[src/rtl/instr_fetch.sv]
// Instruction-fetch front end: fetch PC, single-outstanding imem request,
// prefetch FIFO of {pc, word} entries and redirect/discard handling.
module instr_fetch #(
    parameter int unsigned DEPTH    = 4,
    parameter logic [31:0] RESET_PC = 32'h0000_0000
) (
    input  logic        clk,
    input  logic        reset_n,
    output logic        imem_req,
    output logic [31:0] imem_addr,
    input  logic        imem_ack,
    input  logic [31:0] imem_rdata,
    output logic [31:0] instr,
    output logic [31:0] pc_out,
    output logic        instr_valid,
    input  logic        instr_ready,
    input  logic        redirect,
    input  logic [31:0] redirect_pc
);

    localparam int unsigned AW = $clog2(DEPTH);
    localparam int unsigned CW = AW + 1;
    localparam logic [CW-1:0] FULL = CW'(DEPTH);

    logic [31:0]   r_fifo_pc    [DEPTH];
    logic [31:0]   r_fifo_instr [DEPTH];
    logic [AW-1:0] r_head;
    logic [AW-1:0] r_tail;
    logic [CW-1:0] r_count;
    logic [31:0]   r_fetch_pc;
    logic          r_req;
    logic [31:0]   r_addr;
    logic          r_discard;

    logic          w_xfer;
    logic          w_hold;
    logic          w_push;
    logic          w_pop;
    logic [CW-1:0] w_count_next;
    logic [31:0]   w_fetch_pc_next;
    logic          w_discard_next;
    logic          w_req_next;
    logic [31:0]   w_addr_next;

    assign instr_valid = (r_count != '0);
    assign instr       = instr_valid ? r_fifo_instr[r_head] : 32'h0;
    assign pc_out      = instr_valid ? r_fifo_pc[r_head]    : 32'h0;
    assign imem_req    = r_req;
    assign imem_addr   = r_addr;

    always_comb begin
        w_xfer = r_req & imem_ack;
        w_hold = r_req & ~imem_ack;
        w_pop  = instr_valid & instr_ready;
        // a word returning for a superseded address never enters the FIFO
        w_push = w_xfer & ~r_discard & ~redirect;

        if (redirect)
            w_count_next = '0;
        else
            w_count_next = r_count + CW'(w_push) - CW'(w_pop);

        if (redirect)
            w_fetch_pc_next = {redirect_pc[31:2], 2'b00};
        else if (w_push)
            w_fetch_pc_next = r_fetch_pc + 32'd4;
        else
            w_fetch_pc_next = r_fetch_pc;

        if (redirect && w_hold)
            w_discard_next = 1'b1;
        else if (w_xfer)
            w_discard_next = 1'b0;
        else
            w_discard_next = r_discard;

        // issuing only when a slot is free reserves space for the reply
        w_req_next  = w_hold ? 1'b1   : (w_count_next < FULL);
        w_addr_next = w_hold ? r_addr : w_fetch_pc_next;
    end

    always_ff @(posedge clk or negedge reset_n) begin
        if (!reset_n) begin
            r_req      <= 1'b0;
            r_addr     <= RESET_PC;
            r_fetch_pc <= RESET_PC;
            r_discard  <= 1'b0;
            r_head     <= '0;
            r_tail     <= '0;
            r_count    <= '0;
        end else begin
            r_req      <= w_req_next;
            r_addr     <= w_addr_next;
            r_fetch_pc <= w_fetch_pc_next;
            r_discard  <= w_discard_next;
            r_count    <= w_count_next;
            if (redirect) begin
                r_head <= '0;
                r_tail <= '0;
            end else begin
                if (w_pop)
                    r_head <= r_head + AW'(1);
                if (w_push)
                    r_tail <= r_tail + AW'(1);
            end
        end
    end

    always_ff @(posedge clk) begin
        if (w_push) begin
            r_fifo_pc[r_tail]    <= r_fetch_pc;
            r_fifo_instr[r_tail] <= imem_rdata;
        end
    end

endmodule

[config.mk]
export PLATFORM = sky130hd
export DESIGN_NAME = instr_fetch
export DESIGN_NICKNAME = d
export VERILOG_FILES = /design/src/rtl/instr_fetch.sv
export SDC_FILE = /design/constraint.sdc
export NUM_CORES = 1
export LEC_CHECK = 0
export BUFFER_PORTS_ARGS = -buffer_cell sky130_fd_sc_hd__buf_4
export CORE_UTILIZATION = 60
export DETAILED_ROUTE_END_ITERATION = 8
export GPL_TIMING_DRIVEN = 0
export PLACE_DENSITY = 0.88
export SETUP_SLACK_MARGIN = 0.4
export SLEW_MARGIN = 20
export SYNTH_ARGS = -nofsm -noshare
export SYNTH_HDL_FRONTEND = slang
export SYNTH_SLANG_ARGS = --single-unit
[constraint.sdc]
create_clock -name clk -period 6.34 [get_ports clk]
set_input_delay 0.951 -clock clk [delete_from_list [all_inputs] [get_ports clk]]
set_output_delay 0.951 -clock clk [all_outputs]
set_load 0.01 [all_outputs]
==> metrics.md, run 1 <==
| Metric | Value |
|---|---|
| Die area | 22,700 um2 |
| Layout cells sized above 1 | 31.7% |
| Largest stage delay on the critical path | 600 ps |
| Design area | 15,900 um2 |
| Crit path max-delay family | buffers and inverters |
| Synth Flop Type | edfxtp_1 |
| Setup crit end kind | output pin |
| DR top layer | met4 |
| Synth cell types | 42 |
| IR drop worst, VDD | 0.000251 V |
| Global-route wire length before repair | 42,800 um |
| WL met1 | 11,200 um |
| Final Max Slew Viols | 0 |
| Post-CTS Setup Inserts | 0 |
| Die Height | 151 um |
| Rows | 54 |
| Worst path arrival time | 2950 ps |
| Static Leak | 5.81 nW |
| Global route overflow | 0 |
| Num Clock Sinks | 329 |
| Core Area | 21,800 um2 |
| DP HPWL | 18,500 um |
| Starting density of the core | 61.1% |
| Tcrit/Tclk final | 61.6% |
| Worst-path clk slew | 70 ps |
| Drt via density | 6.09 |
| Setup WS pre-CTS | 2900 ps |
| Later-pin clock latency in the skew report | 550 ps |
| RSZ-0062 raised after global routing | no |
| Hold WC Path Type | reg2reg |
| Vias in the first global route | 7,831 |
| Number of nets with antenna violations after routing | 0 |
| Die Wd | 151 um |
| #FFs+latches synth | 329 |
| Fin Setup TNS | 0 ps |
| Post-synth EDFFs | 256 |
| Max Cap Viol | 0 |
| Cts-stage hold buffer count | 0 |
| PwrDens | 396 nW/um2 |
| Synth async-reset ratio | 22.2% |
| CP max stage cell | buf_1 |
| Syn avg cell area | 17.6 um2 |
| Antenna diodes | 0 |
| Fin nets | 1,034 |
| Final total power | 0.00632 W |
| Port-buffer cells | 163 |
| Routed via count | 7,677 |
| Post-synthesis cell area | 13,300 um2 |
| Clock root cell | clkbuf_16 |
| CTS Buffer Depth | 3 |
| # resized after CTS | 0 |
| CP Class | reg2out |
| Pre-Repair DR Iteration Count | 5 |
| Num CTS Buffers | 31 |
| CTS tree | yes |
| Largest net degree at the start of global routing | 74 |
| Placed inst area | 15,000 um2 |
| Startpoint Class | register |
| Syn Inst Count | 757 |
| Fin Clk Skew | 17.0 ps |
| Syn. warnings | 0 |
| Final Hold Viols | 0 |
| DRT iter0 DRCs | 668 |
| DR WL met2 | 14,300 um |
| Fin worst setup slack | 2440 ps |
| CP required | 5390 ps |
| Final min period | 3900 ps |
| Initial antenna violation count | 0 |
| Fin Hold WS | 483 ps |
| Register area share after synthesis | 71.6% |
| Slew HR | 28.5% |
| Wire per inst | 22.6 um |
| Final wirelength | 28,500 um |
| I/O Pins | 167 |
| Outcome | complete, no violations |
| Placer congestion estimate | 0.895 |
| Buf/Inv on CP | 3 |
| P&R area growth vs syn | 20.0% |
| GRT Total Usage | 25.3% |
| CTS HTree Levels | 1 |
| Met3 Wirelength | 2290 um |
| Critical-path cell list | buf_1 > buf_2 > mux4_2 > and2_1 > buf_4 |
| Final setup viols | 0 |
| Post-Syn Nets | 834 |
| CP max FO | 10 |
| F_max | 0.256 GHz |
| Slew @ Worst Pin | 1060 ps |
| Residual DRC | 0 |
-- cell families after synthesis --
family	Yosys count	share of synthesized area, %
multiplexers	90	13.0
XOR/XNOR	29	1.91
adder cells (fa/ha/maj)	8	0.810
AO/OA/AOI/OAI	36	2.11
buffers and inverters	51	1.54
flip-flops	329	71.6
AND/OR/NAND/NOR	214	8.98
-- layout make-up --
class	count	area, um2
sequential	329	9510
tap	280	350
fill	1332	5810
timing repair buffer	167	1320
clock buffer	40	810
clock inverter	17	160
inverter	11	41.3
buffer	40	164
multi-input combinational	377	3590
-- cells in the mapped netlist, drive strengths merged (2+ instances only) --
master	n	area share (%)
and2	67	3.2
o31ai	4	0.23
nor4	6	0.28
nor2	23	0.65
and4	3	0.20
nand2	35	0.99
o21ai	6	0.23
and3	23	1.1
a21oi	7	0.26
nor2b	6	0.28
a31o	2	0.13
nand3b	2	0.14
nor3	7	0.26
nand4	17	0.80
a221o	14	1.1
mux2	23	2.0
ha	7	0.66
nand3	18	0.68
buf	12	0.44
mux4	64	11
xor2	9	0.59
xnor2	20	1.3
edfxtp	256	58
inv	11	0.31
clkbuf	28	0.79
dfrtp	73	14
mux2i	3	0.23
-- path summary, 6_finish.rpt --
check                              from             end  slack [ps]  cells after the start
min in group asynchronous       reset_n  r_fetch_pc[28]         530                      1
max in group asynchronous       reset_n   imem_addr[12]        5200                      1
hold / removal             imem_addr[2]    imem_addr[2]         480                      2
setup / recovery              r_head[0]       pc_out[5]        2440                      5
hold reg to reg            imem_addr[2]    imem_addr[2]         480                      2
setup reg to reg               imem_req   imem_addr[25]        3610                      5
-- report_power, final --
part	switching (W)	leakage (nW)	total [W]	internal [W]
combinational	0.000897	2.16	0.00184	0.000939
clock	0.000745	0.464	0.00176	0.00102
sequential	0.000154	3.19	0.00272	0.00257
total	0.00180	5.81	0.00632	0.00453
-- stage by stage --
stage	util, %	std cells
after global routing	73.3	1261
after floorplan	-	757
after detailed placement	68.8	1204
final	73.3	1261
after global placement	68.3	1200
after CTS	73.3	1261
-- metal layers --
metal | vias up | global-route usage (%)
met5 | - | 0
met4 | 0 | 8.10
met3 | 54 | 3.61
met2 | 415 | 42.8
met1 | 3863 | 34.4
li1 | 3345 | -
-- cells in the final DEF, fill, tap and decap left out, types with 20 or more instances in the layout --
master / Yosys / layout
dfrtp_1: 73 / 73
buf_4: 0 / 163
clkbuf_1: 28 / 37
mux2_2: 22 / 22
nor2_1: 23 / 23
nand2_1: 35 / 35
edfxtp_1: 256 / 256
mux4_2: 64 / 64
xnor2_1: 20 / 20
and2_1: 67 / 67
clkbuf_16: 0 / 31
-- registers in the layout (all words and copies together), names as in the netlist --
| signal | count |
|---|---|
| r_head | 2 |
| r_discard | 1 |
| imem_addr | 32 |
| r_fetch_pc | 32 |
| r_fifo_instr | 128 |
| r_tail | 2 |
| imem_req | 1 |
| r_fifo_pc | 128 |
| r_count | 3 |
-- tightest hold or removal path, stage by stage, from the launching register on --
cell and delay (ps):
dfrtp_1 350, nand2_1 50, nand2_1 50
Note: power is estimated with default switching activity, not from simulation.
==> run 2, diff against run 1 <==
--- a/config.mk
+++ b/config.mk
@@ -6,10 +6,10 @@
 export NUM_CORES = 1
 export LEC_CHECK = 0
 export BUFFER_PORTS_ARGS = -buffer_cell sky130_fd_sc_hd__buf_4
-export CORE_UTILIZATION = 60
+export CORE_UTILIZATION = 52
 export DETAILED_ROUTE_END_ITERATION = 8
 export GPL_TIMING_DRIVEN = 0
-export PLACE_DENSITY = 0.88
+export PLACE_DENSITY = 0.82
 export SETUP_SLACK_MARGIN = 0.4
 export SLEW_MARGIN = 20
 export SYNTH_ARGS = -nofsm -noshare
==> constraint.sdc (replaced) <==
create_clock -name clk -period 3.4 [get_ports clk]
set_input_delay 0.51 -clock clk [delete_from_list [all_inputs] [get_ports clk]]
set_output_delay 0.51 -clock clk [all_outputs]
set_load 0.01 [all_outputs]
==> metrics.md, run 2 (synthesized netlist as in run 1, its figures left out) <==
| Metric | Value |
|---|---|
| Global route overflow | 0 |
| Number of nets with antenna violations after routing | 0 |
| Layout cells sized above 1 | 33.5% |
| Later-pin clock latency in the skew report | 510 ps |
| Setup WS pre-CTS | 332 ps |
| Final min period | 2860 ps |
| F_max | 0.350 GHz |
| Die area | 26,200 um2 |
| Worst-path clk slew | 60 ps |
| Top flop regs | r_fifo_instr: 128 flops, r_fifo_pc: 128 flops |
| Core Area | 25,100 um2 |
| Wire per inst | 22.1 um |
| Design area | 16,200 um2 |
| Routed via count | 7,613 |
| Placer congestion estimate | 0.896 |
| Drt via density | 5.78 |
| Die Height | 162 um |
| GRT Total Usage | 22.7% |
| CP max FO | 10 |
| IR drop worst, VDD | 0.000501 V |
| DP HPWL | 18,900 um |
| Fin nets | 1,038 |
| Hold WC Path Type | in2async |
| Fin Setup TNS | 0 ps |
| Residual DRC | 0 |
| Outcome | complete, no violations |
| R2R Setup Slk | 630 ps |
| Placed inst area | 15,000 um2 |
| Startpoint Class | register |
| PwrDens | 753 nW/um2 |
| Port-buffer cells | 163 |
| I/O Pins | 167 |
| Num Clock Sinks | 329 |
| CP Class | reg2out |
| Rows | 58 |
| CTS Buffer Depth | 3 |
| Commonest cells after routing, fill and taps aside | 256 x edfxtp_1, 168 x buf_4, 73 x dfrtp_1, 67 x and2_1, 64 x mux4_2 |
| Critical-path cell list | buf_4 > buf_4 > mux4_2 > and2_1 > buf_4 |
| Die Wd | 162 um |
| CTS HTree Levels | 2 |
| Commonest non-fill, non-tap cell in the layout | edfxtp_1 |
| Num CTS Buffers | 35 |
| Clock root cell | clkbuf_16 |
| CP max stage cell | mux4_2 |
| Static Leak | 5.92 nW |
| Starting density of the core | 52.9% |
| Final setup viols | 0 |
| Setup crit end kind | output pin |
| Pre-Repair DR Iteration Count | 5 |
| Antenna diodes | 0 |
| Final wirelength | 29,000 um |
| Slew @ Worst Pin | 1100 ps |
| Vias in the first global route | 7,699 |
| Worst path arrival time | 2350 ps |
| Fin worst setup slack | 543 ps |
| CTS tree | yes |
| Fin Clk Skew | 22.4 ps |
| Initial antenna violation count | 0 |
| RSZ-0062 raised after global routing | no |
| Largest net degree at the start of global routing | 74 |
| Final Max Slew Viols | 0 |
| Slew HR | 26.2% |
| Global-route wire length before repair | 44,500 um |
| DRT iter0 DRCs | 719 |
| Largest stage delay on the critical path | 570 ps |
| Max Cap Viol | 0 |
| Final total power | 0.0122 W |
| CP required | 2890 ps |
| Crit-path most repeated cell | buf_4 |
| Tcrit/Tclk final | 84.0% |
| P&R area growth vs syn | 21.8% |
| Final Hold Viols | 0 |
==> run 2: changes by cell type in the layout (fill, tap and decap cells not counted), moves of 4 or more <==
cell,before,now
clkbuf_16,31,39
buf_4,163,168
clkbuf_2,0,9
clkbuf_1,37,29
buf_2,5,1
clkbuf_8,0,4
==> run 2: worst paths after layout <==
kind                                start                   to  depth (start not counted)
setup / recovery                r_head[0]           pc_out[24]                          5
hold / removal                    reset_n        imem_addr[30]                          1
setup reg to reg                 imem_req        imem_addr[15]                          5
hold reg to reg              imem_addr[3]         imem_addr[3]                          2
max in group asynchronous         reset_n        imem_addr[25]                          1
min in group clk           imem_rdata[10]  r_fifo_instr[0][10]                          1
==> run 2: where the power goes <==
| group | switching, W | internal, W |
|---|---|---|
| sequential | 0.000290 | 0.00479 |
| clock | 0.00149 | 0.00218 |
| combinational | 0.00166 | 0.00178 |
| total | 0.00344 | 0.00874 |
==> run 2: critical path, delay by kind of cell (launching register included) <==
kind / cells / cell delay, ps
multiplexers: 1 / 570
AND/OR/NAND/NOR: 1 / 180
buffers and inverters: 3 / 660
flip-flops: 1 / 420
==> run 2: what timing repair did <==
item / in CTS / in global routing
setup endpoints to repair: 61 / 42
hold buffers: 0 / 0
gates resized for setup: 11 / 8
pin swaps: 0 / 0
buffers inserted: 0 / 0
endpoints found under the hold margin: 0 / 0
==> run 2: layer usage <==
metal | GRT usage, % | wire [um]
met4 | 8.36 | 820
met3 | 3.96 | 1990
met1 | 31.1 | 11800
met5 | 0 | 0
met2 | 36.9 | 14400
==> run 2: layout make-up <==
class / instances / area, um2
fillers: 1755 / 8920
inverters: 11 / 41.3
flip-flops and latches: 329 / 9510
multi-input cells: 377 / 3590
repair buffers: 167 / 1310
clock inverters: 11 / 68.8
plain buffers: 40 / 189
clock buffers: 51 / 1060
well taps: 330 / 413
==> run 2: stage by stage <==
step | hold WS (ps) | std cells | util [%]
after floorplan | 214 | 757 | -
after global placement | 463 | 1250 | 59.5
after detailed placement | 457 | 1254 | 59.9
after CTS | 165 | 1316 | 64.4
after global routing | 181 | 1316 | 64.5
final | 139 | 1316 | 64.5
==> run 3, diff against run 2 <==
--- a/config.mk
+++ b/config.mk
@@ -5,11 +5,12 @@
 export SDC_FILE = /design/constraint.sdc
 export NUM_CORES = 1
 export LEC_CHECK = 0
+export ABC_AREA = 1
 export BUFFER_PORTS_ARGS = -buffer_cell sky130_fd_sc_hd__buf_4
-export CORE_UTILIZATION = 52
+export CORE_UTILIZATION = 58
 export DETAILED_ROUTE_END_ITERATION = 8
 export GPL_TIMING_DRIVEN = 0
-export PLACE_DENSITY = 0.82
+export PLACE_DENSITY = 0.86
 export SETUP_SLACK_MARGIN = 0.4
 export SLEW_MARGIN = 20
 export SYNTH_ARGS = -nofsm -noshare
==> constraint.sdc (replaced) <==
create_clock -name clk -period 2.7 [get_ports clk]
set_input_delay 0.405 -clock clk [delete_from_list [all_inputs] [get_ports clk]]
set_output_delay 0.405 -clock clk [all_outputs]
set_load 0.01 [all_outputs]
==> metrics.md, run 3 <==
| Metric | Value |
|---|---|
| PwrDens | 914 nW/um2 |
| Final wirelength | 36,000 um |
| Top flop regs | r_fifo_instr: 128 flops, r_fifo_pc: 128 flops |
| Synth async-reset ratio | 22.2% |
| Slew @ Worst Pin | 921 ps |
| Global-route wire length before repair | 53,600 um |
| Final Hold Viols | 24 |
| Commonest non-fill, non-tap cell in the layout | nor2_1 |
| DP HPWL | 21,700 um |
| Number of nets with antenna violations after routing | 0 |
| Die Height | 156 um |
| Placer congestion estimate | 0.930 |
| F_max | 0.392 GHz |
| Fin Hold WS | -25.7 ps |
| Logic pwr share | 33.6% |
| Count leader, synth | nor2_1 |
| Setup WS pre-CTS | 30.2 ps |
| Post-synth top area share | 56.1% |
| Pre-Repair DR Iteration Count | 7 |
| Num Clock Sinks | 329 |
| Initial antenna violation count | 0 |
| Fin Clk Skew | 13.5 ps |
| Failing checks | hold timing |
| Port-buffer cells | 164 |
| Buf/Inv on CP | 5 |
| Largest net degree at the start of global routing | 74 |
| Fin util | 76.2% |
| Commonest cells after routing, fill and taps aside | 296 x nor2_1, 256 x edfxtp_1, 182 x buf_4, 176 x nand2_1, 72 x dfrtp_1 |
| Largest area contributor in the netlist | edfxtp_1 |
| P&R area growth vs syn | 27.3% |
| Synth cell types | 39 |
| Num CTS Buffers | 31 |
| Cts-stage hold buffer count | 0 |
| Slew HR | 38.6% |
| Outcome | complete, but fails checks |
| CP required | 2300 ps |
| Register area share after synthesis | 69.4% |
| Crit path launch | r_head[0] |
| Later-pin clock latency in the skew report | 550 ps |
| Routed via count | 10.6k |
| CTS Buffer Depth | 3 |
| Fin nets | 1,562 |
| Stages on worst setup path | 7 |
| Final setup viols | 0 |
| IR drop worst, VDD | 0.000482 V |
| Switch Pwr | 0.00511 W |
| Final total power | 0.0159 W |
| Startpoint Class | register |
| Die Wd | 156 um |
| #FFs+latches synth | 329 |
| CP max FO | 10 |
| Top cells by count, synth | 308 x nor2_1, 256 x edfxtp_1, 177 x nand2_1 |
| Post-synthesis cell area | 13,700 um2 |
| Syn Inst Count | 1,261 |
| Tcrit/Tclk final | 94.4% |
| CTS tree | yes |
| Syn avg cell area | 10.9 um2 |
| Synth top area cells | edfxtp_1 56%, dfrtp_1 13%, nor2_1 8.4% |
| Global route overflow | 0 |
| Die area | 24,300 um2 |
| Critical-path cell list | inv_4 > buf_12 > buf_16 > buf_8 > o21ai_0 > a21oi_1 > buf_4 |
| Final Max Slew Viols | 0 |
| Core Area | 22,900 um2 |
| GRT Total Usage | 29.0% |
| Rows | 55 |
| Static Leak | 6.93 nW |
| Crit path max-delay family | buffers and inverters |
| Layout cells sized above 1 | 24.9% |
| Synth Flop Type | edfxtp_1 |
| Net Sw Frac | 32.0% |
| Syn. warnings | 0 |
| RR Startpoint | r_count[2] |
| Wire per inst | 19.7 um |
| Hold WC Path Type | in2async |
| Worst Setup EP | instr[19] |
| Worst-path clk slew | 70 ps |
| Starting density of the core | 59.8% |
| Residual DRC | 0 |
| Post-synth EDFFs | 256 |
| Clock Power Share | 27.4% |
| Clock root cell | clkbuf_16 |
| Final min period | 2550 ps |
| Setup crit end kind | output pin |
| DRT iter0 DRCs | 1,270 |
| Fin Setup TNS | 0 ps |
| Drt via density | 5.80 |
| Largest stage delay on the critical path | 510 ps |
| CP Class | reg2out |
| I/O Pins | 167 |
| Int Pwr | 0.0108 W |
| Worst path arrival time | 2140 ps |
| R2r worst-path depth | 13 |
| Fin worst setup slack | 151 ps |
| CTS HTree Levels | 1 |
| Layout fillers | 1,393 |
| RSZ-0062 raised after global routing | yes |
| R2R Setup Slk | 360 ps |
| Max Cap Viol | 0 |
| R2R Path End | imem_req |
| Reg power frac | 38.9% |
| Vias in the first global route | 10.2k |
| Antenna diodes | 0 |
| Post-Syn Nets | 1,338 |
| CP max stage cell | dfrtp_2 |
-- run 3: cell types whose count changed after synthesis, sizes merged, moves of 60 or more --
cell / before / now
a21oi: 7 / 70
and2: 67 / 7
mux4: 64 / 0
nand2: 35 / 183
nor2: 23 / 315
o21ai: 6 / 136
-- run 3: area by class of cell --
cell class                      instances  area (um2)  area share, %
Sequential cell                       329        9520           54.5
Multi-Input combinational cell        825        4010           23.0
Timing Repair Buffer                  191        1630           9.36
Clock buffer                           47         947           5.43
Buffer                                 62         696           3.99
Tap cell                              313         392           2.24
Inverter                               45         176           1.01
Clock inverter                         10        83.8          0.480
-- run 3: stage by stage --
step	area, um2	cells	hold slack (ps)
global route	17500	1822	35.3
finish	17500	1822	-25.7
global placement	15300	1738	471
detailed placement	15500	1746	468
CTS	17200	1813	10.7
floorplan	13700	1261	109
-- run 3: how the worst min path moves through the flow --
stage,to,cells after the start
after global routing,r_fifo_instr[1][27],1
after global placement,imem_addr[29],2
final,imem_addr[0],1
after floorplan,imem_addr[0],0
after CTS,imem_addr[0],1
after detailed placement,imem_addr[31],2
-- run 3: repair_timing --
| item | CTS | global route |
|---|---|---|
| pin swaps | 19 | 41 |
| gates resized for setup | 151 | 121 |
| setup buffers | 7 | 6 |
| gates cloned | 3 | 3 |
| setup endpoints to repair | 67 | 67 |
-- run 3: metal layers --
layer,up-vias,track usage [%],part of all wire [%]
met2,703,50.5,50
li1,4770,-,-
met4,0,10.9,3.6
met1,4981,36.9,37
met5,-,0,0
met3,120,4.31,9.6
-- run 3: logic make-up (layout without fill, tap and decap cells) --
family | Yosys count | after routing | synth area share (%)
and+or+nand+nor | 585 | 585 | 17.8
DFF | 329 | 329 | 69.4
AOI/OAI and AO/OA | 229 | 229 | 8.78
buffers and inverters | 107 | 355 | 3.04
adders and majority gates | 8 | 8 | 0.785
xor gates and xnor gates | 3 | 3 | 0.192
-- run 3: power by group through the flow --
| stage | clock (W) | sequential [W] | combinational, W |
|---|---|---|---|
| floorplan | 0 | 0.00626 | 0.00210 |
| global placement | 0 | 0.00627 | 0.00398 |
| detailed placement | 0 | 0.00627 | 0.00413 |
| CTS | 0.00436 | 0.00618 | 0.00493 |
| global route | 0.00456 | 0.00624 | 0.00572 |
| finish | 0.00438 | 0.00621 | 0.00536 |
